--- config.mk ---
export PLATFORM = sky130hd
export DESIGN_NAME = operand_fwd_stage
export DESIGN_NICKNAME = d
export VERILOG_FILES = /design/src/rtl/operand_fwd_stage.sv
export SDC_FILE = /design/constraint.sdc
export NUM_CORES = 1
export LEC_CHECK = 0
export CAP_MARGIN = 20
export CELL_PAD_IN_SITES_DETAIL_PLACEMENT = 2
export CELL_PAD_IN_SITES_GLOBAL_PLACEMENT = 2
export CORE_ASPECT_RATIO = 0.9
export CORE_MARGIN = 1
export CORE_UTILIZATION = 22
export DETAILED_ROUTE_END_ITERATION = 12
export GPL_TIMING_DRIVEN = 0
export PLACE_DENSITY_LB_ADDON = 0.1
export SYNTH_ARGS = -nofsm -noshare
export SYNTH_HDL_FRONTEND = slang
export SYNTH_SLANG_ARGS = --single-unit
export TNS_END_PERCENT = 20
--- constraint.sdc ---
create_clock -name clk_i -period 4.8 [get_ports clk_i]
set_clock_uncertainty 0.05 [all_clocks]
set_input_delay 0.96 -clock clk_i [delete_from_list [all_inputs] [get_ports clk_i]]
set_output_delay 0.96 -clock clk_i [all_outputs]
set_load 0.05 [all_outputs]
--- src/rtl/operand_fwd_stage.sv ---
// Decode-to-EX operand resolution stage: forwarding from EX/MEM/WB, load-use stall, flush.
// Optional macro FWD_WB_BYPASS_EN enables the WB forwarding path; without it a WB hit stalls.
module operand_fwd_stage (
    input  logic        clk_i,
    input  logic        rst_i,
    input  logic        id_valid_i,
    input  logic [4:0]  id_rs1_addr_i,
    input  logic [4:0]  id_rs2_addr_i,
    input  logic [4:0]  id_rd_addr_i,
    input  logic        id_rd_wren_i,
    input  logic        id_is_load_i,
    input  logic [31:0] rf_rs1_data_i,
    input  logic [31:0] rf_rs2_data_i,
    input  logic [31:0] ex_result_i,
    input  logic [31:0] mem_result_i,
    input  logic [4:0]  wb_rd_addr_i,
    input  logic        wb_rd_wren_i,
    input  logic [31:0] wb_rd_data_i,
    input  logic        flush_i,
    output logic        stall_o,
    output logic        ex_valid_o,
    output logic [31:0] ex_rs1_data_o,
    output logic [31:0] ex_rs2_data_o,
    output logic [4:0]  ex_rd_addr_o,
    output logic        ex_rd_wren_o,
    output logic        ex_is_load_o,
    output logic [15:0] stall_cnt_o
);

    logic        ex_valid_q;
    logic [31:0] ex_rs1_q;
    logic [31:0] ex_rs2_q;
    logic [4:0]  ex_rd_addr_q;
    logic        ex_rd_wren_q;
    logic        ex_is_load_q;

    logic        mem_valid_q;
    logic [4:0]  mem_rd_addr_q;
    logic        mem_rd_wren_q;
    logic        mem_is_load_q;

    logic [15:0] stall_cnt_q;

    logic        rs1_ex_hit, rs2_ex_hit;
    logic        rs1_mem_hit, rs2_mem_hit;
    logic        rs1_wb_hit, rs2_wb_hit;
    logic        load_use;
    logic        wb_stall;
    logic        stall;
    logic [31:0] rs1_res, rs2_res;

    function automatic logic slot_match(input logic v, input logic w,
                                        input logic [4:0] rd, input logic [4:0] src);
        return v & w & (rd == src) & (src != '0);
    endfunction

    // Priority: x0, EX (non-load), MEM, WB (optional), register file.
    function automatic logic [31:0] resolve(input logic [4:0]  src,
                                            input logic        ex_hit,
                                            input logic        ex_is_load,
                                            input logic        mem_hit,
                                            input logic        wb_hit,
                                            input logic [31:0] ex_res,
                                            input logic [31:0] mem_res,
                                            input logic [31:0] wb_res,
                                            input logic [31:0] rf_res);
        logic [31:0] r;
        r = rf_res;
        if (src == '0)
            r = '0;
        else if (ex_hit && !ex_is_load)
            r = ex_res;
        else if (mem_hit)
            r = mem_res;
`ifdef FWD_WB_BYPASS_EN
        else if (wb_hit)
            r = wb_res;
`endif
        return r;
    endfunction

`ifndef FWD_WB_BYPASS_EN
    logic unused_wb_data;
    assign unused_wb_data = ^wb_rd_data_i;
`endif

    always_comb begin
        rs1_ex_hit  = slot_match(ex_valid_q, ex_rd_wren_q, ex_rd_addr_q, id_rs1_addr_i);
        rs2_ex_hit  = slot_match(ex_valid_q, ex_rd_wren_q, ex_rd_addr_q, id_rs2_addr_i);
        rs1_mem_hit = slot_match(mem_valid_q, mem_rd_wren_q, mem_rd_addr_q, id_rs1_addr_i);
        rs2_mem_hit = slot_match(mem_valid_q, mem_rd_wren_q, mem_rd_addr_q, id_rs2_addr_i);
        rs1_wb_hit  = slot_match(1'b1, wb_rd_wren_i, wb_rd_addr_i, id_rs1_addr_i);
        rs2_wb_hit  = slot_match(1'b1, wb_rd_wren_i, wb_rd_addr_i, id_rs2_addr_i);

        load_use = id_valid_i & ex_is_load_q & (rs1_ex_hit | rs2_ex_hit);
`ifdef FWD_WB_BYPASS_EN
        wb_stall = 1'b0;
`else
        wb_stall = id_valid_i &
                   ((rs1_wb_hit & ~rs1_ex_hit & ~rs1_mem_hit) |
                    (rs2_wb_hit & ~rs2_ex_hit & ~rs2_mem_hit));
`endif
        // WB hits come straight from inputs, so reset must gate the stall explicitly.
        stall = ~rst_i & (load_use | wb_stall);

        rs1_res = resolve(id_rs1_addr_i, rs1_ex_hit, ex_is_load_q, rs1_mem_hit, rs1_wb_hit,
                          ex_result_i, mem_result_i, wb_rd_data_i, rf_rs1_data_i);
        rs2_res = resolve(id_rs2_addr_i, rs2_ex_hit, ex_is_load_q, rs2_mem_hit, rs2_wb_hit,
                          ex_result_i, mem_result_i, wb_rd_data_i, rf_rs2_data_i);
    end

    always_ff @(posedge clk_i or posedge rst_i) begin
        if (rst_i) begin
            ex_valid_q   <= 1'b0;
            ex_rs1_q     <= '0;
            ex_rs2_q     <= '0;
            ex_rd_addr_q <= '0;
            ex_rd_wren_q <= 1'b0;
            ex_is_load_q <= 1'b0;
        end else if (flush_i || stall || !id_valid_i) begin
            ex_valid_q   <= 1'b0;
            ex_rs1_q     <= '0;
            ex_rs2_q     <= '0;
            ex_rd_addr_q <= '0;
            ex_rd_wren_q <= 1'b0;
            ex_is_load_q <= 1'b0;
        end else begin
            ex_valid_q   <= 1'b1;
            ex_rs1_q     <= rs1_res;
            ex_rs2_q     <= rs2_res;
            ex_rd_addr_q <= id_rd_addr_i;
            ex_rd_wren_q <= id_rd_wren_i;
            ex_is_load_q <= id_is_load_i;
        end
    end

    always_ff @(posedge clk_i or posedge rst_i) begin
        if (rst_i) begin
            mem_valid_q   <= 1'b0;
            mem_rd_addr_q <= '0;
            mem_rd_wren_q <= 1'b0;
            mem_is_load_q <= 1'b0;
        end else begin
            mem_valid_q   <= ex_valid_q;
            mem_rd_addr_q <= ex_rd_addr_q;
            mem_rd_wren_q <= ex_rd_wren_q;
            mem_is_load_q <= ex_is_load_q;
        end
    end

    always_ff @(posedge clk_i or posedge rst_i) begin
        if (rst_i)
            stall_cnt_q <= '0;
        else if (stall && (stall_cnt_q != '1))
            stall_cnt_q <= stall_cnt_q + 16'd1;
    end

    logic unused_mem_is_load;
    assign unused_mem_is_load = mem_is_load_q;

    assign stall_o       = stall;
    assign ex_valid_o    = ex_valid_q;
    assign ex_rs1_data_o = ex_rs1_q;
    assign ex_rs2_data_o = ex_rs2_q;
    assign ex_rd_addr_o  = ex_rd_addr_q;
    assign ex_rd_wren_o  = ex_rd_wren_q;
    assign ex_is_load_o  = ex_is_load_q;
    assign stall_cnt_o   = stall_cnt_q;

endmodule

==> results of run 1 <==
==> metrics by stage <==
step	instances	utilization [%]
finish	1051	35.9
global route	1051	35.9
CTS	1047	35.6
detailed placement	1032	34.4
global placement	1030	34.3
floorplan	451	-
==> layer usage <==
layer	GRT usage (%)	routed length, µm
met1	22.0	9860
met2	28.8	10700
met3	5.61	1560
met4	4.89	322
met5	0	43
==> timing repair <==
| item | in CTS | in global routing |
|---|---|---|
| buffers inserted | 0 | 3 |
| gates cloned | 0 | 1 |
| pin swaps | 0 | 2 |
| setup endpoints to repair | 1 | 1 |
| gates resized for setup | 8 | 8 |
==> worst register-to-register path, delay by kind of cell, from the launching register on <==
kind | cells | cell delay, ns
and+or+nand+nor | 4 | 1.08
DFF | 1 | 0.46
buffers and inverters | 2 | 0.46
muxes | 1 | 0.44
xor gates and xnor gates | 1 | 0.19
==> cells in the final DEF (no fill, tap or decap), types with 10 or more instances in the layout <==
cell,count
xor2_1,24
clkbuf_1,14
nor3_2,49
nand2_1,10
nor3_1,15
nand4_1,13
clkdlybuf4s50_1,236
xnor2_1,21
mux2i_1,64
dfrtp_1,95
a31oi_2,10
mux2_2,64
==> area by class of cell <==
class                           count  area share, %
Clock buffer                       10           2.72
Inverter                            7          0.341
Buffer                             34           2.33
Timing Repair inverter              1         0.0569
Multi-Input combinational cell    315           33.9
Sequential cell                    95           27.0
Tap cell                          336           4.78
Timing Repair Buffer              248           28.5
Clock inverter                      5          0.370
==> where the power goes <==
group          internal, µW  total, µW  switching [µW]
clock                   365        701             336
combinational           230        483             252
sequential              833        855            22.7
==> cells by family after synthesis <==
group                      Yosys count  share of synthesized area (%)
muxes                              129                           24.7
xor gates and xnor gates            45                           7.10
adders and majority gates            1                          0.225
buffers and inverters               41                           4.17
AOI/OAI and AO/OA                   16                           3.40
DFF                                 95                           42.8
and+or+nand+nor                    124                           17.6
==> registers in the layout, indices dropped and copies added (netlist names) <==
name and cells:
mem_rd_wren_q 1, ex_rs1_data_o 32, stall_cnt_o 16, mem_valid_q 1
ex_rd_wren_o 1, ex_rd_addr_o 5, mem_rd_addr_q 5, ex_rs2_data_o 32
ex_valid_o 1, ex_is_load_o 1
==> worst paths after layout <==
check	from	slack, ns	end	cells after the start
worst min-delay path	ex_rd_wren_o	0.37	mem_rd_wren_q	0
min in group asynchronous	rst_i	1.04	stall_cnt_o[15]	2
worst max-delay path	id_rs2_addr_i[2]	0.1	stall_o	10
worst min register to register	ex_rd_wren_o	0.37	mem_rd_wren_q	0
max in group asynchronous	rst_i	3.10	ex_rs1_data_o[5]	3
worst max register to register	ex_rd_addr_o[1]	1.98	ex_rs2_data_o[13]	8
==> summary.txt, run 1 <==
via count -> 4701
Finished Cell Area -> 0.00879 mm²
CP Max Fanout -> 8
Total Power -> 2040 µW
most instantiated cells after synthesis -> dfrtp_1, mux2_2, mux2i_1
setup TNS -> 0 ns
Worst setup EP type -> output pin
Async S/R FF share, synth -> 100%
Seq/Total Area, Yosys -> 42.8%
DP HPWL -> 17000 µm
Syn Inst Count -> 451
startpoint types -> input port
routability cong. -> 0.788
layout cells sized above 1 -> 24.8%
Area growth, synth to finish -> 58.4%
Crit Path Category -> input port to output pin
setup ws final -> 0.0967 ns
run status -> finished, final reports clean
first-pass GRT wire length -> 33800 µm
drt first pass iters -> 4
final wirelength -> 22500 µm
post-synth cell types -> 36
die area -> 0.0259 mm²
Iteration-0 DRC Markers -> 159
DP Area -> 0.00845 mm²
storage element area -> 0.00238 mm²
crit-path most repeated cell -> buf_4
FF+latch count, synth -> 95
H-Tree Depth -> 3
Hold Crit Class -> flip-flop to flip-flop
ys flop type -> dfrtp_1
fin crit period -> 4.70 ns
total CTS buffers -> 9
Fmax -> 213 MHz
CTS tree -> done
area of the multi-input gates -> 0.00298 mm²
Min Hold Slack -> 0.369 ns
worst skew pair latency -> 0.36 ns
Power Dens Cells -> 232 mW/mm²
GRT overflow -> 0
final antenna-violating net count -> 0
synthesized area per cell -> 12.3 µm²
Req. time, crit path -> 3.79 ns
Netlist Area Pre-Place -> 0.00555 mm²
vias in the first global route -> 5469
Worst Max-Slew Pin Slew -> 0.876 ns
Avg WL per Cell -> 21.4 µm
critical path, cell by cell -> clkdlybuf4s50_1 > or4_4 > nor2_8 > or4_1 > or3_1 > buf_4 > and3_1 > clkbuf_1 > inv_1 > buf_4
slew margin rel. -> 41.6%
# hold bufs at CTS -> 0
Post-Syn Nets -> 639
fillers -> 2585
number of diodes -> 0
CTS sink count -> 95
Setup violations, final -> 0
core footprint -> 0.0245 mm²
die width -> 169 µm
pre-CTS setup slack -> -0.640 ns
Slowest-stage cell, CP -> or4_1
top cells by area, synth -> dfrtp_1, mux2_2, mux2i_1
CTS Root Cell -> clkbuf_16
max cap viols -> 0
Top delay family on crit path -> simple AND/OR/NAND/NOR gates
final period utilization -> 98.0%
Port-buffer cells -> 243
CP max stage delay -> 0.60 ns
area share of the largest cell type after synthesis -> 42.8%
most numerous cell in the Yosys netlist -> dfrtp_1
num ports -> 276
warnings from Yosys -> 0
Cell Rows -> 54
Worst-path clk slew -> 0.06 ns
Net count, final -> 899
gr usage total -> 17.5%
pin count of the biggest net entering global routing -> 38
Fin. Hold Viols -> 0
DR DRC count -> 0
Yosys top cell by area -> dfrtp_1
Leak -> 0.00339 µW
clock tree buffer depth -> 2
Die Ht -> 153 µm
EDFF count, synth -> 0
initial antenna violation count -> 3
peak supply drop -> 0.141 mV
Starting Density -> 22.6%
Slew Limit Fails -> 0
CP Data Arrival Time -> 3.69 ns
Vias/cell -> 4.47
Worst Path Buf+Inv -> 5
Note: power is estimated with default switching activity, not from simulation.
==> run 2: changes to the inputs <==
==> constraint.sdc (replaced) <==
create_clock -name clk_i -period 4.8 [get_ports clk_i]
set_clock_uncertainty 0.05 [all_clocks]
set_input_delay 0.96 -clock clk_i [delete_from_list [all_inputs] [get_ports clk_i]]
set_output_delay 0.96 -clock clk_i [all_outputs]
set_load 0.01 [all_outputs]
==> run 2 against run 1 <==
  * Count of clock-buffer cells in the layout unchanged
  * Maximum frequency is essentially flat
  * Power fell by 4.8%
  * Global-route usage grew 0.14 points
  * Design area decreased by 0.54%
  * Core utilization down 0.19 points
  * Register-to-register slack improved by 0.02 ns
  * Via count shrank 0.23%
  * Cell count about the same
  * Sequential share of layout area increased by 0.15 points
  * Worst hold slack worse by 0.0011 ns
==> summary.txt, run 2 (same netlist as run 1, synthesis figures left out) <==
die width -> 169 µm (unchanged)
setup TNS -> 0 ns (unchanged)
core footprint -> 0.0245 mm² (unchanged)
Cell Rows -> 54 (unchanged)
power share of the clock group -> 36.1% (+1.7 points)
Die Ht -> 153 µm (unchanged)
fillers -> 2593 (+0.31%)
Worst-path clk slew -> 0.06 ns (about the same)
Fin. Hold Viols -> 0 (unchanged)
Post-Route Utilization -> 35.7% (-0.19 points)
H-Tree Depth -> 3 (unchanged)
Net Sw Frac -> 26.5% (-3.4 points)
Req. time, crit path -> 3.79 ns (about the same)
Setup violations, final -> 0 (unchanged)
final wirelength -> 22400 µm (-0.41%)
critical path, cell by cell -> clkdlybuf4s50_1 > xnor2_1 > nand4_1 > or4_1 > or3_1 > buf_4 > and3_2 > inv_1 > clkdlybuf4s50_1
commonest non-fill, non-tap cell in the layout -> clkdlybuf4s50_1
startpoint types -> input port
layout cells sized above 1 -> 24.6% (-0.11 points)
Starting Density -> 22.6% (unchanged)
routability cong. -> 0.788 (unchanged)
Leak -> 0.00335 µW (-1.3%)
Crit Path Category -> input port to output pin
slew margin rel. -> 40.5% (-1.0 points)
max cap viols -> 0 (unchanged)
final period utilization -> 98.0% (about the same)
Power Dens Cells -> 222 mW/mm² (-4.3%)
DP HPWL -> 17000 µm (unchanged)
fin crit period -> 4.70 ns (-0.00134 ns)
number of diodes -> 0 (unchanged)
Hold Path Stages -> 0 (unchanged)
Area growth, synth to finish -> 57.6%
crit-path most repeated cell -> clkdlybuf4s50_1
GRT overflow -> 0 (unchanged)
most frequent cells in the layout -> clkdlybuf4s50_1, dfrtp_1, mux2_2, mux2i_1, nor3_2
Avg WL per Cell -> 21.3 µm (-0.32%)
CTS sink count -> 95 (unchanged)
CP Max Fanout -> 8 (unchanged)
CP Depth -> 9 (-1)
worst skew pair latency -> 0.35 ns (about the same)
CP max stage delay -> 0.54 ns (-0.06 ns)
CP Data Arrival Time -> 3.69 ns (about the same)
final antenna-violating net count -> 0 (unchanged)
Iteration-0 DRC Markers -> 142 (-11%)
vias in the first global route -> 5495 (+0.48%)
share of total power in sequential cells -> 44.1% (+2.1 points)
Worst Max-Slew Pin Slew -> 0.892 ns (+0.0156 ns)
peak supply drop -> 0.140 mV (-0.84%)
via count -> 4690 (-0.23%)
Worst setup EP type -> output pin
num ports -> 276 (unchanged)
clock tree buffer depth -> 2 (unchanged)
gr usage total -> 17.7% (+0.14 points)
Fmax -> 213 MHz (about the same)
CTS Root Cell -> clkbuf_16
total CTS buffers -> 9 (unchanged)
first-pass GRT wire length -> 34000 µm (+0.57%)
Port-buffer cells -> 243 (unchanged)
run status -> finished, final reports clean
Slowest-stage cell, CP -> clkdlybuf4s50_1
RSZ-0062 raised after global routing -> false
R2R depth -> 8 (unchanged)
Total Power -> 1940 µW (-4.8%)
Slew Limit Fails -> 0 (unchanged)
DR DRC count -> 0 (unchanged)
Hold Crit Class -> flip-flop to flip-flop
Comb pwr share -> 19.8% (-3.9 points)
pin count of the biggest net entering global routing -> 38 (unchanged)
Worst Path Buf+Inv -> 4 (-1)
drt first pass iters -> 4 (unchanged)
Int Pwr -> 1430 µW (-0.17%)
die area -> 0.0259 mm² (unchanged)
switching pwr -> 514 µW (-16%)
CTS tree -> done
Top delay family on crit path -> buffers and inverters
Vias/cell -> 4.47 (-0.14%)
Net count, final -> 898 (-0.11%)
initial antenna violation count -> 3 (unchanged)
run 2: changes by cell type in the layout (fill, tap and decap cells not counted), sizes merged:
cell           delta
dlymetal6s2s      -6
dlygate4sd2      +12
clkdlybuf4s50     -5
buf               -1
clkbuf            -1
run 2: metal layers:
layer | global-route usage (%) | part of all wire, % | vias to the layer above
li1 | - | - | 2147
met1 | 22.1 | 44 | 2349
met2 | 29.1 | 48 | 162
met3 | 5.66 | 7.3 | 26
met4 | 4.89 | 1.4 | 6
met5 | 0 | 0.18 | -
run 2: path summary, 6_finish.rpt:
| kind | from | to | slack (ns) |
|---|---|---|---|
| worst min-delay path | ex_rd_wren_o | mem_rd_wren_q | 0.37 |
| worst max register to register | mem_rd_addr_q[2] | ex_rs1_data_o[10] | 2.00 |
| worst min register to register | ex_rd_wren_o | mem_rd_wren_q | 0.37 |
| max in group asynchronous | rst_i | ex_rs1_data_o[5] | 3.36 |
| worst max-delay path | wb_rd_addr_i[4] | stall_o | 0.1 |
| min in group asynchronous | rst_i | stall_cnt_o[15] | 0.79 |
run 2: timing repair:
action	4_1_cts	5_1_grt
pin swaps	3	0
hold buffers	0	0
gates cloned	1	0
resized for setup	14	1
setup endpoints to repair	1	1
buffers inserted	3	0
run 2: layout make-up:
| cell class | count | area [µm²] | share of cell area, % |
|---|---|---|---|
| tap | 336 | 420 | 4.81 |
| timing repair buffer | 248 | 2480 | 28.4 |
| timing repair inverter | 1 | 5.00 | 0.0572 |
| clock inverter | 5 | 32.5 | 0.372 |
| multi-input combinational | 315 | 2960 | 33.9 |
| buffer | 33 | 201 | 2.30 |
| inverter | 7 | 30.0 | 0.343 |
| sequential | 95 | 2380 | 27.2 |
| clock buffer | 10 | 239 | 2.73 |
run 2: stage by stage:
step	hold WS [ns]	setup WS (ns)	cells	cell area [µm²]
global placement	0.354	-1.69	1030	8410
global route	0.394	0.0290	1050	8750
CTS	0.386	0.0784	1050	8750
floorplan	0.384	0.547	451	5560
finish	0.368	0.0980	1050	8750
detailed placement	0.371	-0.417	1032	8450
run 2: power by group through the flow:
stage / Clock (µW) / Sequential [µW] / Combinational [µW]
final: 701 / 855 / 384
after global routing: 764 / 859 / 413
after CTS: 738 / 856 / 392
after detailed placement: 0 / 871 / 390
after global placement: 0 / 871 / 378
after floorplan: 0 / 881 / 123
